**src/rtl/sram_16x16.sv**
```systemverilog
// Single-port, write-first synchronous SRAM. The registered read port and every storage word are cleared asynchronously by rst.
// Define SRAM_PARITY_EN to add a parity bit to each word and a parity_err output.
module sram_16x16 #(
  parameter int DATA_W = 16,
  parameter int ADDR_W = 4
) (
  input  logic              clk,
  input  logic              rst,
  input  logic              we,
  input  logic [ADDR_W-1:0] addr,
  input  logic [DATA_W-1:0] wdata,
`ifdef SRAM_PARITY_EN
  output logic              parity_err,
`endif
  output logic [DATA_W-1:0] rdata
);

  localparam int DEPTH = 2 ** ADDR_W;

  logic [DATA_W-1:0] mem_q [DEPTH];
  logic [DATA_W-1:0] mem_d [DEPTH];
  logic [DATA_W-1:0] rdata_q;
  logic [DATA_W-1:0] rdata_d;

  always_comb begin
    mem_d = mem_q;
    rdata_d = mem_q[addr];
    if (we) begin
      mem_d[addr] = wdata;
      rdata_d = wdata;
    end
  end

  // The memory lives in resettable flops, so rst clears every word immediately.
  always_ff @(posedge clk or posedge rst) begin
    if (rst) begin
      mem_q <= '{default: '0};
      rdata_q <= '0;
    end else begin
      mem_q <= mem_d;
      rdata_q <= rdata_d;
    end
  end

  assign rdata = rdata_q;

`ifdef SRAM_PARITY_EN
  logic [DEPTH-1:0] par_q;
  logic [DEPTH-1:0] par_d;
  logic             parity_err_q;
  logic             parity_err_d;

  always_comb begin
    par_d = par_q;
    parity_err_d = (^mem_q[addr]) ^ par_q[addr];
    if (we) begin
      par_d[addr] = ^wdata;
      parity_err_d = 1'b0;
    end
  end

  always_ff @(posedge clk or posedge rst) begin
    if (rst) begin
      par_q <= '0;
      parity_err_q <= 1'b0;
    end else begin
      par_q <= par_d;
      parity_err_q <= parity_err_d;
    end
  end

  assign parity_err = parity_err_q;
`endif

endmodule

```
**config.mk**
```make
export PLATFORM = sky130hd
export DESIGN_NAME = sram_16x16
export DESIGN_NICKNAME = d
export VERILOG_FILES = /design/src/rtl/sram_16x16.sv
export SDC_FILE = /design/constraint.sdc
export NUM_CORES = 1
export LEC_CHECK = 0
export CORE_MARGIN = 10
export CORE_UTILIZATION = 56
export CTS_CLUSTER_DIAMETER = 80
export DETAILED_ROUTE_END_ITERATION = 8
export PLACE_DENSITY_LB_ADDON = 0.15
export SYNTH_ARGS = -nofsm -noshare
export SYNTH_HDL_FRONTEND = slang
export SYNTH_SLANG_ARGS = --single-unit
```
**constraint.sdc**
```tcl
create_clock -name clk -period 10.9 [get_ports clk]
set_clock_uncertainty 0.15 [all_clocks]
set_input_delay 2.725 -clock clk [delete_from_list [all_inputs] [get_ports clk]]
set_output_delay 2.725 -clock clk [all_outputs]
set_load 0.005 [all_outputs]
```
== After elaboration in Yosys (flattened, before gate mapping) ==
Index checks and enable logic that the tools add are counted.

* Memories: 0
* Latch bits: 0
* Output and inout port bits: 16
* Input bits: 23
* ROM bits: 0
* Logic and storage cells: 28
* RAM bits: 0
* Flip-flop bits (word level): 272

* Multiply operators: 0
* Bitwise operators: 1
* Reduce and logical (&&, ||, !) cells: 1
* $add $sub $neg: 0
* Divide/modulo/power cells: 0
* Equality and inequality tests: 0
* Shift-type cells: 0
* $lt $le $gt $ge: 2
* Mux-type cells: 7

{| class="wikitable"
|+ Operator list
! kind !! number
|-
| 256-bit bitwise mux || 1
|-
| 16-bit binary-select mux with 4-bit select || 1
|-
| 16-bit demux with 4-bit select || 1
|-
| 16-bit 2-to-1 mux || 4
|-
| 5-bit greater-or-equal comparator, second input constant || 1
|-
| 5-bit by 1-bit less-than comparator with 1-bit output, second input constant || 1
|-
| 4-bit inverter with 5-bit output || 1
|-
| 1-bit logical AND || 1
|}

== Depth between registers and ports, before layout ==
* Depth in word-level cells: 6
* Mapped depth: 7
* Depth with buffers taken out: 4

== Least setup slack after synthesis ==
OpenSTA, ideal clock, no wires.

* Path type: input port to flip-flop
* Start point: input port we
* End point: register mem_q[48] in the netlist's numbering
* Library setup time: 0.125 ns
* Required time: 10.625 ns
* Stages on the path: 6
* Path slack: 6.671 ns
* Buffers on the path: 3
* Arrival time: 3.953 ns
* Path through: buf_4 nor3b_2 and3_1 buf_4 buf_6 mux2_4

{| class="wikitable"
|+ RTL lines
! element !! line !! RTL
|-
| start: declaration || 9 || <nowiki>input logic we,</nowiki>
|-
| end signal: assignment || 40 || <nowiki>mem_q <= mem_d;</nowiki>
|-
| end: declaration || 20 || <nowiki>logic [DATA_W-1:0] mem_q [DEPTH];</nowiki>
|}

==> impl_results.md <==
* Outcome: complete, no violations
* Final weighted congestion in routability-driven placement at 0.7574
* Net Count, Synth at 875
* Clock share of power at 34.5%
* Pwr Total at 2767 uW
* Pwr per Cell Area at 200.7 nW/um^2
* CORE AREA at 21890 sq um
* Overall die height at 169.6 microns
* Share of flip-flops with an asynchronous set or reset at 100.0%
* Wirelength per Cell at 23.42 microns
* Initial standard-cell utilization of the core at 57.21%
* Crit share post-route at 45.32%
* Worst slew slack as a fraction of its limit at 17.95%
* Lkg Pwr at 0.006094 uW
* Via Count at 7082
* Grt ovf at 0
* Initial antenna violation count at 0
* Post-CTS Hold Buffers at 0
* Fraction of the core area covered by cells at the end of the flow at 62.97%
* Min Tclk post-route at 4.940 ns
* Placed wire-length estimate at 16760 microns
* Mean area per synthesized cell at 14.70 sq um
* Most common cell after layout, fill and taps aside: sky130_fd_sc_hd__dfrtp_1
* IO buf count at 38
* Worst path buffer plus inverter count at 2
* Site row count at 54
* Number of DRC markers in iteration 0 at 543
* Clock transition at path regs at 0.06 ns
* Portion of total power attributed to combinational logic at 16.7%
* Worst slack on hold paths at 0.3531 ns
* Layout overhead on the synthesized area at 10.07%
* Synth Cell Area at 12520 sq um
* First-pass GRT wire length at 43680 microns
* Actual transition at the worst max-transition pin at 1.229 ns
* Cell chain of the critical path: clkdlybuf4s50_1, buf_4, nand3b_4, nor2_2, mux2_2
* Predominant post-synthesis flop cell: sky130_fd_sc_hd__dfrtp_1
* Num CTS Buffers at 29
* Number of nets in the final layout at 884
* Worst-path fanout max at 36
* Fraction of power spent switching nets at 24.88%
* Data arrival, critical path at 5.21 ns
* Final Hold Vio Count at 0
* Diode count at 0
* Total Die Area at 28750 sq um
* Critical Path Start Type: input pin
* Post-cts repair resize count at 0
* Share of cells above drive strength 1 at 39.23%
* Maximum Capacitance Violations at 0
* Final antenna-violating net count at 0
* Count of mapped cells out of synthesis at 852
* Maximum level of the CTS H-tree at 1
* Instance count after placement with tap cells included at 1110
* Global Route Usage Sum at 18.94%
* CTS tree: built
* Via count of the first global-routing pass at 7662
* Count of boundary I/O pins at 39
* Internal Power at 2079 uW
* Kind of cell adding the most delay to the critical path: simple AND/OR/NAND/NOR gates
* Setup repair after global routing missed its margin: no
* Die outline width at 169.6 microns
* Final instance count without filler cells at 1162
* Number of iterations in the first detailed-routing pass at 4
* Remaining DRCs at 0
* Number of enable flip-flop cells after synthesis at 0
* Final slew viol count at 0
* Critical path required time at 11.17 ns
* Critical path's largest stage delay at 0.99 ns
* Library cells used by synthesis at 37
* Maximum vdd drop at 0.1441 mV
* Clock Tree Buf Depth at 3
* Slowest-stage cell, CP: sky130_fd_sc_hd__nor2_2
* DRT Wirelength at 27210 microns
* Max frequency at 202.4 MHz
* Warning count from the yosys run at 0
* Post-synthesis sequential area ratio at 54.35%
* Pin count of the biggest net entering global routing at 125
* Setup Fix Bufs, Post-CTS at 0
* Path type of the worst min-delay path: reg -> reg
* Worst-skew pair later-pin latency at 0.54 ns
* Setup TNS Final at 0 ns
* Routed via count divided by cell count at 6.095
* Reg power frac at 48.9%
* Leading cell types in the layout, fill and taps excluded: 272 x sky130_fd_sc_hd__dfrtp_1, 234 x sky130_fd_sc_hd__mux2_2, 96 x sky130_fd_sc_hd__mux2i_1
* Type of destination of the critical path: flip-flop
* Number of setup violations in the final report at 0
* Flops & latches, synth at 272
* Net switching component of the power at 688.5 uW
* Root Buffer Master: sky130_fd_sc_hd__clkbuf_16
* Sink count of the clock tree at 272
* Worst setup path class: in -> reg
-- stage by stage --
stage,setup slack [ns],area [sq um]
floorplan,0.5296,12520
global placement,5.471,12840
detailed placement,5.412,12840
CTS,5.977,13790
global route,5.873,13790
finish,5.960,13790
-- layout make-up --
type | count | area [sq um]
Multi-Input combinational cell | 510 | 5236
Sequential cell | 272 | 6807
Clock inverter | 7 | 45.04
Tap cell | 280 | 350.3
Timing Repair Buffer | 47 | 440.4
Clock buffer | 45 | 895.9
Inverter | 1 | 11.26
Fill cell | 1662 | 8105
-- synthesized netlist by cell type (3+ instances only) --
cell type / instances / area, sq um
sky130_fd_sc_hd__dfrtp_1: 272 / 6807
sky130_fd_sc_hd__mux2_2: 234 / 2635
sky130_fd_sc_hd__mux2i_1: 96 / 960.9
sky130_fd_sc_hd__o22ai_1: 32 / 200.2
sky130_fd_sc_hd__clkbuf_1: 21 / 78.83
sky130_fd_sc_hd__mux2_4: 21 / 315.3
sky130_fd_sc_hd__buf_4: 20 / 150.1
sky130_fd_sc_hd__a21oi_1: 16 / 80.08
sky130_fd_sc_hd__a221oi_1: 16 / 140.1
sky130_fd_sc_hd__buf_6: 16 / 180.2
sky130_fd_sc_hd__nor2b_1: 16 / 100.1
sky130_fd_sc_hd__nor3_1: 16 / 80.08
sky130_fd_sc_hd__mux4_2: 14 / 315.3
sky130_fd_sc_hd__o21ai_0: 14 / 70.07
sky130_fd_sc_hd__buf_2: 9 / 45.04
sky130_fd_sc_hd__nand2b_1: 6 / 37.54
sky130_fd_sc_hd__nor2_2: 6 / 37.54
sky130_fd_sc_hd__nand3b_2: 3 / 33.78
sky130_fd_sc_hd__nor2_4: 3 / 33.78
-- cells by family after synthesis --
kind of cell    share of synthesized area [%]
mux                                     34.26
flops                                   54.35
compound gates                          3.996
buf+inv                                 3.846
simple gates                            3.557
-- flip-flops by register name (all words and copies together) (netlist names) --
register  count
mem_q       256
rdata        16
-- per-layer routing --
layer  track usage (%)  part of all wire [%]  routed length, microns
met5                 0                     0                       0
met4             4.165                   1.4                     376
met3             2.478                   3.5                     958
met2             30.65                    48                   13020
met1             26.82                    47                   12860
-- path summary, 6_finish.rpt --
kind	start	endpoint	slack [ns]	cells past startpoint
min	mem_q[138]	mem_q[138]	0.35	1
min in group asynchronous	rst	mem_q[89]	2.63	2
min reg2reg	mem_q[138]	mem_q[138]	0.35	1
max	we	mem_q[23]	5.96	5
max in group asynchronous	rst	mem_q[67]	6.39	3
max reg2reg	mem_q[202]	rdata[10]	9.32	4
-- power groups by stage --
stage	Combinational, uW	Clock, uW	Sequential (uW)
6_report	461	954	1350
5_1_grt	504	1010	1380
4_1_cts	467	971	1350
3_5_place_dp	465	0	1370
3_3_place_gp	441	0	1350
2_1_floorplan	369	0	1330
Note: power is estimated with default switching activity, not from simulation.
